===== src/rtl/rs_issue_picker.sv =====
// rs_issue_picker: picks one requesting reservation-station entry per cycle,
// returns the issue grant to it and registers its packet into a single-entry
// issue stage that feeds the execution unit, with backpressure and nuke.
// Selection is round-robin by default. Define RS_PICK_OLDEST_EN to select the
// requester whose robid is oldest relative to oldest_robid.

package rs_issue_pkg;

    localparam int ROB_SIZE = 32;
    localparam int ROB_ID_W = $clog2(ROB_SIZE);

    typedef logic [ROB_ID_W-1:0] t_rob_id;

    typedef struct packed {
        logic    valid;
        t_rob_id robid;
    } t_nuke_pkt;

    typedef struct packed {
        t_rob_id    robid;
        logic [6:0] opcode;
        logic [5:0] psrc1;
        logic [5:0] psrc2;
        logic [5:0] pdst;
    } t_iss_pkt;

endpackage

module rs_issue_picker
    import rs_issue_pkg::*;
#(
    parameter int NUM_ENTRIES = 8,
    parameter int ENT_ID_W    = $clog2(NUM_ENTRIES)
) (
    input  logic                   clk,
    input  logic                   reset,
    input  t_nuke_pkt              nuke_rb1,
    input  t_rob_id                oldest_robid,
    input  logic [NUM_ENTRIES-1:0] e_req_issue_rs1,
    input  t_iss_pkt               e_issue_pkt_rs1 [NUM_ENTRIES],
    output logic [NUM_ENTRIES-1:0] e_gnt_issue_rs1,
    output logic                   iss_valid_rs2,
    output t_iss_pkt               iss_pkt_rs2,
    output logic [ENT_ID_W-1:0]    iss_entry_rs2,
    input  logic                   ex_stall_rs2
);

    typedef enum logic {
        ST_EMPTY = 1'b0,
        ST_FULL  = 1'b1
    } t_stage_state;

    t_stage_state          state_q;
    t_stage_state          state_d;
    logic                  xfer;
    logic                  stage_free;
    logic                  grant_en;
    logic                  found;
    logic [ENT_ID_W-1:0]   winner;

    // The execution unit takes the held packet whenever it is not stalling.
    assign xfer       = (state_q == ST_FULL) && !ex_stall_rs2;
    assign stage_free = (state_q == ST_EMPTY) || xfer;
    assign grant_en   = stage_free && !nuke_rb1.valid && !reset && (|e_req_issue_rs1);

    // The nuke robid is informational only; a nuke flushes unconditionally.
    logic unused_nuke_robid;
    assign unused_nuke_robid = ^nuke_rb1.robid;

`ifdef RS_PICK_OLDEST_EN

    t_rob_id age;
    t_rob_id best_age;

    // Age-based pick: smallest (robid - oldest_robid) mod ROB size wins, ties to lowest index.
    always_comb begin
        // NOTE: every variable gets a default first so no path leaves it unassigned (no latch).
        winner   = '0;
        found    = 1'b0;
        best_age = '0;
        age      = '0;
        for (int i = 0; i < NUM_ENTRIES; i++) begin
            age = e_issue_pkt_rs1[i].robid - oldest_robid;
            if (e_req_issue_rs1[i] && (!found || (age < best_age))) begin
                found    = 1'b1;
                best_age = age;
                winner   = ENT_ID_W'(i);
            end
        end
    end

`else

    logic [ENT_ID_W-1:0] rr_ptr_q;
    logic [ENT_ID_W-1:0] idx;
    logic                unused_oldest;

    assign unused_oldest = ^oldest_robid;

    // Round-robin pick: first requester at or above rr_ptr, wrapping past the top entry.
    always_comb begin
        winner = rr_ptr_q;
        found  = 1'b0;
        idx    = '0;
        for (int k = 0; k < NUM_ENTRIES; k++) begin
            idx = rr_ptr_q + ENT_ID_W'(k);
            if (!found && e_req_issue_rs1[idx]) begin
                found  = 1'b1;
                winner = idx;
            end
        end
    end

    // Advance the pointer past the winner on every grant; hold otherwise.
    always_ff @(posedge clk or posedge reset) begin
        if (reset) begin
            rr_ptr_q <= '0;
        end else if (grant_en) begin
            // NOTE: sequential state uses non-blocking assignments so all flops update together.
            rr_ptr_q <= winner + 1'b1;
        end
    end

`endif

    // Onehot grant to the winning entry, only when the issue stage can take it.
    always_comb begin
        e_gnt_issue_rs1 = '0;
        if (grant_en) begin
            e_gnt_issue_rs1[winner] = 1'b1;
        end
    end

    // Issue-stage occupancy: nuke empties, grant fills, transfer without grant empties.
    always_comb begin
        state_d = state_q;
        if (nuke_rb1.valid) begin
            state_d = ST_EMPTY;
        end else if (grant_en) begin
            state_d = ST_FULL;
        end else if (xfer) begin
            state_d = ST_EMPTY;
        end
    end

    // Issue-stage occupancy register.
    always_ff @(posedge clk or posedge reset) begin
        if (reset) begin
            state_q <= ST_EMPTY;
        end else begin
            state_q <= state_d;
        end
    end

    // Capture the granted packet; it is held untouched while the stage is stalled.
    always_ff @(posedge clk or posedge reset) begin
        if (reset) begin
            // NOTE: the payload is reset too so the outputs are defined straight out of reset.
            iss_pkt_rs2   <= '0;
            iss_entry_rs2 <= '0;
        end else if (grant_en) begin
            iss_pkt_rs2   <= e_issue_pkt_rs1[winner];
            iss_entry_rs2 <= winner;
        end
    end

    assign iss_valid_rs2 = (state_q == ST_FULL);

`ifndef SYNTHESIS
    a_gnt_legal: assert property (@(posedge clk) disable iff (reset)
        $onehot0(e_gnt_issue_rs1) && ((e_gnt_issue_rs1 & ~e_req_issue_rs1) == '0));
`endif

endmodule


===== config.mk =====
export PLATFORM = sky130hd
export DESIGN_NAME = rs_issue_picker
export DESIGN_NICKNAME = d
export VERILOG_FILES = /design/src/rtl/rs_issue_picker.sv
export SDC_FILE = /design/constraint.sdc
export NUM_CORES = 1
export LEC_CHECK = 0
export BUFFER_PORTS_ARGS = -buffer_cell sky130_fd_sc_hd__clkbuf_2
export CORE_AREA = 2 2 118 120
export DETAILED_ROUTE_END_ITERATION = 8
export DIE_AREA = 0 0 120 122
export GPL_TIMING_DRIVEN = 0
export PLACE_DENSITY = 0.67
export SLEW_MARGIN = 20
export SYNTH_ARGS = -nofsm -noshare
export SYNTH_HDL_FRONTEND = slang
export SYNTH_SLANG_ARGS = --single-unit
export TNS_END_PERCENT = 20

===== constraint.sdc =====
create_clock -name clk -period 5.89 [get_ports clk]
set_clock_uncertainty 0.1 [all_clocks]
set_input_delay 1.178 -clock clk [delete_from_list [all_inputs] [get_ports clk]]
set_output_delay 1.178 -clock clk [all_outputs]
set_load 0.01 [all_outputs]

Word level (Yosys, flattened, before mapping) --
Cells that the tools add are included.
Storage, ports and cells: register bits 37
Operators by class: add/sub/neg operators 8, $lt $le $gt $ge 11, muxes and demuxes 39, bitwise gates (word level) 2, reductions and logical operators 25
Operators with widths (count):
- binary-select mux 30 bit (select 3 bit) | 1
- 2-to-1 mux 30 bit | 2
- less-than comparator 3 x 4 -> 1 bit, second input constant | 9
- binary-select mux 1 bit (select 3 bit) | 8
- 2-to-1 mux 3 bit | 7
- 2-to-1 mux 1 bit | 19
- adder 3 bit, second input constant | 4
- logical AND 1 bit | 12
- logical NOT 1 bit | 10
- 2-to-1 mux 8 bit | 1
- OR reduction 8 bit | 1
- adder 3 x 1 -> 3 bit, second input constant | 2
- adder 3 x 2 -> 3 bit, second input constant | 2
- greater-or-equal comparator 4 bit, second input constant | 1
- NOT 3 -> 4 bit | 1
- demux 1 bit (select 3 bit) | 1
- greater-or-equal comparator 3 x 1 -> 1 bit, second input constant | 1
- nonzero test 3 bit | 1
- logical OR 1 bit | 1
- NOT 1 bit | 1

Longest topological paths before layout --
depth in word-level cells 29, gate-level depth with buffers 16, mapped depth without buffers 11

Worst setup path after synthesis --
Ideal clock, no wire load.
path kind input -> output, start input e_req_issue_rs1[0], end output e_gnt_issue_rs1[6], arrival time 3.607 ns, required time 4.612 ns, path slack 1.005 ns, stages 11, cells stage by stage mux4_2 mux2_2 nand3b_1 nor2_1 nand4_1 o2bb2ai_1 a31oi_2 or2_1 buf_2 buf_2 nor3b_1
Between the ends: longest elaborated chain between the ends 29, elaborated cells on any way between the ends 52
RTL lines:
- from (decl) | line 39 | input logic [NUM_ENTRIES-1:0] e_req_issue_rs1,
- binary-select mux 1 bit (select 3 bit) | line 107 | if (!found && e_req_issue_rs1[idx]) begin
- 2-to-1 mux 1 bit (implied by the code) | line 107
- 2-to-1 mux 1 bit | line 107
- logical NOT 1 bit | line 107
- logical AND 1 bit | line 107
- 2-to-1 mux 1 bit | line 107
- logical NOT 1 bit | line 107
- logical AND 1 bit | line 107
- (+13 left out)
- logical NOT 1 bit | line 107
- logical AND 1 bit | line 107
- 2-to-1 mux 3 bit | line 107
- less-than comparator 3 x 4 -> 1 bit (implied by the code) / greater-or-equal comparator 3 x 1 -> 1 bit (equally long branches) | line 130 | e_gnt_issue_rs1[winner] = 1'b1;
- logical AND 1 bit (implied by the code) | line 130
- 2-to-1 mux 1 bit (implied by the code) | line 130
- demux 1 bit (select 3 bit) | line 130
- 2-to-1 mux 8 bit (*) | line 129 | if (grant_en) begin
- to (decl) | line 41 | output logic [NUM_ENTRIES-1:0] e_gnt_issue_rs1,
Mark *: on every way between the ends. The rest lies on a longest branch, timed or not. The select of a mux whose other input is x is not followed.

Final worst setup path --
start register rr_ptr_q[1], end output e_gnt_issue_rs1[6]
Between the ends: longest elaborated chain between the ends 29, elaborated cells on any way between the ends 57
RTL lines:
- from (decl) | line 94 | logic [ENT_ID_W-1:0] rr_ptr_q;
- from (signal assigned) | line 120 | rr_ptr_q <= winner + 1'b1;
- branches (longest 23 deep; another with adder 3 x 1 -> 3 bit)
- 2-to-1 mux 3 bit (*) | line 107
- less-than comparator 3 x 4 -> 1 bit (implied by the code) / greater-or-equal comparator 3 x 1 -> 1 bit (equally long branches) | line 130
- logical AND 1 bit (implied by the code) | line 130
- 2-to-1 mux 1 bit (implied by the code) | line 130
- demux 1 bit (select 3 bit) (*) | line 130
- 2-to-1 mux 8 bit (*) | line 129
Mark *: on every way between the ends. The select of a mux whose other input is x is not followed.

==> run_results.csv <==
group,metric,value,unit
cts,cts-resized-gates,0,
finish,finalNetCount,994,
finish,drive_above_1_share,58.7,%
power_and_ir_drop,total_leakage_power,3.28,nW
power_and_ir_drop,sum_of_internal_switching_and_leakage_power,5.98,mW
setup_path,worstPathMaxFanout,10,
global_route,grt_pass1_vias,4531,
timing,fin_crit_sh,92.7,%
synth,number_of_flops_mapped_to_enable_cells_by_yosys,0,
place,detailed_place_hpwl,13.1,mm
synth,post_synth.cell_area_avg,10.4,µm²
timing,hold_viol_final,0,
timing,setup_viol_count_final,0,
setup_path,crit_start,"rr_ptr_q[1]$_DFFE_PP0P_",
routing,antenna_left,0,
synth,postSynthCellCount,430,
cts,post_cts_setup_buffers,0,
timing,post-route-min-period,5460,ps
setup_path,worst_path_slowest_cell,"sky130_fd_sc_hd__dfrtp_1",
die,num_io_pins,304,
global_route,grt_pass1_wl,24.4,mm
setup_path,worst_r2r_path_depth,13,
synth,synth.yosys.warnings,0,
setup_path,path_class,"flip-flop to output pin",
synth,ys_top_cells_by_area,"sky130_fd_sc_hd__mux2i_1 29%, sky130_fd_sc_hd__dfrtp_1 21%, sky130_fd_sc_hd__mux2_2 16%",
timing,max_freq,183,MHz
synth,synth_top_flop_cell,"sky130_fd_sc_hd__dfrtp_1",
synth,synth.ff_latch_count,37,
routing,initialDrtViolationCount,211,
synth,synth_seq_area_share,20.7,%
run_status,status,"finished clean",
global_route,gr-total-overflow,0,
die,effective_utilization_at_floorplan,33.1,%
cts,clk_latency,280,ps
die,core_area,13500,µm²
die,dieWidth,120,µm
cts,cts_tree,"built",
timing,timing.final.max_slew_violations,0,
setup_path,cp_cell_instances,"inv_1 > ha_1 > buf_4 > mux4_2 > mux2_2 > nand3b_1 > nor2_1 > nand4_1 > o2bb2ai_1 > a31oi_2 > or2_1 > buf_2 > buf_2 > nor3b_1 > clkbuf_2",
place,gpl.final_weighted_congestion,0.897,
cts,cts.sink_count,37,
routing,vias,4584,
global_route,global_route.usage.total,21.5,%
cts,clk_pin_slew_worst_paths,60,ps
flow_run,cap_violations,0,
min_path,worstHoldPathType,"flip-flop to flip-flop",
routing,avgRoutedWirePerCell,17.7,µm
synth,asr_flop_ratio_synth,100,%
routing,routed_via_density,5.03,
setup_path,worstPathArrival,4180,ps
synth,synth.net_count,694,
min_path,holdCritStartpoint,"iss_entry_rs2[0]$_DFFE_PP0P_",
global_route,grt_util_met2,40.0,%
power_and_ir_drop,vdd.ir_drop.worst,0.000429,V
routing,drt_pass1_iterations,4,
setup_path,longest_individual_stage_delay_on_the_worst_path,530,ps
place,detailedPlace.worstSlack,504,ps
synth,yosys.area.top_type,"sky130_fd_sc_hd__mux2i_1",
cts,cts_buffer_depth,2,
place,placement.io_buffers,293,
cts,postCtsHoldBufs,0,
finish,area.growth.synth_to_final,41.6,%
min_path,hold_path_depth,1,
setup_path,timing.rr.start,"rr_ptr_q[1]$_DFFE_PP0P_",
timing,final_critical_path_setup_slack,432,ps
global_route,met1_usage,26.3,%
cts,cts.root.buffer_cell,"sky130_fd_sc_hd__clkbuf_16",
synth,mapped_cell_area,4470,µm²
timing,rsz0062_at_grt,"false",
power_and_ir_drop,powerDensity,944,nW/µm²
timing,setup_tns,0,ps
global_route,met3_usage,3.70,%
finish,post-route-util,46.9,%
synth,yosysTopAreaCellShare,28.9,%
setup_path,cp_common_cell,"sky130_fd_sc_hd__buf_2",
setup_path,critical_path.startpoint_type,"flip-flop",
setup_path,worst_ep_required_time,4610,ps
cts,cts-buffers-inserted,5,
die,die_height,122,µm
cts,clock_tree.htree_level_count,2,
routing,wirelength,16.2,mm
global_route,grt-busiest-layer,"met2",
timing,timing.slew.headroom,52.6,%
setup_path,setup.worst_path.end_class,"output pin",
die,die_footprint,14600,µm²
timing,tightest_slew,711,ps
global_route,grt_start_max_net_pins,20,
global_route,antenna_found_initial,0,
finish,num_antenna_cells,0,
die,floorplan.rows,43,
synth,synth.distinct_cells,52,
routing,drc,0,
## layout by cell type, fill, tap and decap left out, types with 3 or more instances in the layout
cell and count:
sky130_fd_sc_hd__a21oi_1 3, sky130_fd_sc_hd__a31oi_1 3, sky130_fd_sc_hd__buf_12 3, sky130_fd_sc_hd__buf_2 14, sky130_fd_sc_hd__buf_4 8, sky130_fd_sc_hd__clkbuf_1 8
sky130_fd_sc_hd__clkbuf_16 5, sky130_fd_sc_hd__clkbuf_2 293, sky130_fd_sc_hd__dfrtp_1 37, sky130_fd_sc_hd__mux2_2 64, sky130_fd_sc_hd__mux2i_1 128, sky130_fd_sc_hd__mux4_2 8
sky130_fd_sc_hd__nand2_1 43, sky130_fd_sc_hd__nand2b_1 3, sky130_fd_sc_hd__nor2_1 14, sky130_fd_sc_hd__nor2b_1 3, sky130_fd_sc_hd__nor4_1 4, sky130_fd_sc_hd__o21ai_0 4
sky130_fd_sc_hd__o21ai_1 4, sky130_fd_sc_hd__o221ai_1 14, sky130_fd_sc_hd__o221ai_2 16, sky130_fd_sc_hd__xnor2_1 3
## per-layer routing
metal / routed length, µm / up-vias
met4: 148 / 0
met2: 8280 / 217
met5: 0 / -
met1: 6570 / 2108
li1: - / 2249
met3: 1160 / 10
## worst max-delay path: cells and delay by family, from the launching register on
kind            cells  cell delay [ps]
simple gates        5             1060
compound gates      2              310
buf+inv             5              970
fa+ha+maj           1              320
mux                 2              700
flops               1              530
## Yosys cell counts (4+ instances only)
library cell	n
sky130_fd_sc_hd__mux2i_1	129
sky130_fd_sc_hd__mux2_2	64
sky130_fd_sc_hd__nand2_1	43
sky130_fd_sc_hd__dfrtp_1	37
sky130_fd_sc_hd__o221ai_2	16
sky130_fd_sc_hd__buf_2	14
sky130_fd_sc_hd__nor2_1	14
sky130_fd_sc_hd__o221ai_1	14
sky130_fd_sc_hd__clkbuf_1	9
sky130_fd_sc_hd__buf_4	8
sky130_fd_sc_hd__mux4_2	8
sky130_fd_sc_hd__nor4_1	4
sky130_fd_sc_hd__o21ai_0	4
sky130_fd_sc_hd__o21ai_1	4
## metrics by stage
step                cells  hold WS [ps]  instance area (µm²)
floorplan             430           415                 4470
global placement      903           361                 6160
detailed placement    904           367                 6190
CTS                   912           381                 6330
global route          911           389                 6330
finish                911           379                 6330
## worst paths after layout
kind                            slack, ps                           end
max in group asynchronous            4420    iss_pkt_rs2[1]$_DFFE_PP0P_
worst max register to register       1670   iss_pkt_rs2[15]$_DFFE_PP0P_
worst min register to register        380  iss_entry_rs2[0]$_DFFE_PP0P_
min in group asynchronous             800   iss_pkt_rs2[29]$_DFFE_PP0P_
worst max-delay path                  430            e_gnt_issue_rs1[6]
worst min-delay path                  380  iss_entry_rs2[0]$_DFFE_PP0P_
## power breakdown
| part | internal (mW) | switching, mW | leakage (nW) | total (mW) |
|---|---|---|---|---|
| Clock | 0.155 | 0.111 | 0.0696 | 0.267 |
| Sequential | 0.379 | 0.0683 | 0.458 | 0.447 |
| Combinational | 2.60 | 2.66 | 2.75 | 5.26 |
| Total | 3.13 | 2.84 | 3.28 | 5.98 |
## kinds of logic (layout without fill, tap and decap cells)
logic type / Yosys count / after routing / share of synthesized area, %
adder cells (fa/ha/maj): 2 / 2 / 0.560
AND/OR/NAND/NOR: 80 / 80 / 8.14
XOR/XNOR: 4 / 4 / 0.784
multiplexers: 204 / 204 / 50.3
flip-flops: 37 / 37 / 20.7
buffers and inverters: 42 / 343 / 6.27
AO/OA/AOI/OAI: 61 / 61 / 13.3
## registers in the layout, summed over array words and instances, names as in the netlist
name	count
iss_entry_rs2	3
rr_ptr_q	3
iss_pkt_rs2	30
iss_valid_rs2	1
## area by class of cell
type | instances | area [µm²]
Clock buffer | 5 | 125
Timing Repair Buffer | 294 | 1490
Fill cell | 1376 | 7170
Inverter | 4 | 15.0
Clock inverter | 3 | 17.5
Sequential cell | 37 | 926
Tap cell | 180 | 225
Multi-Input combinational cell | 351 | 3270
Buffer | 37 | 262
No activity file was read; power rests on OpenSTA's default activity.
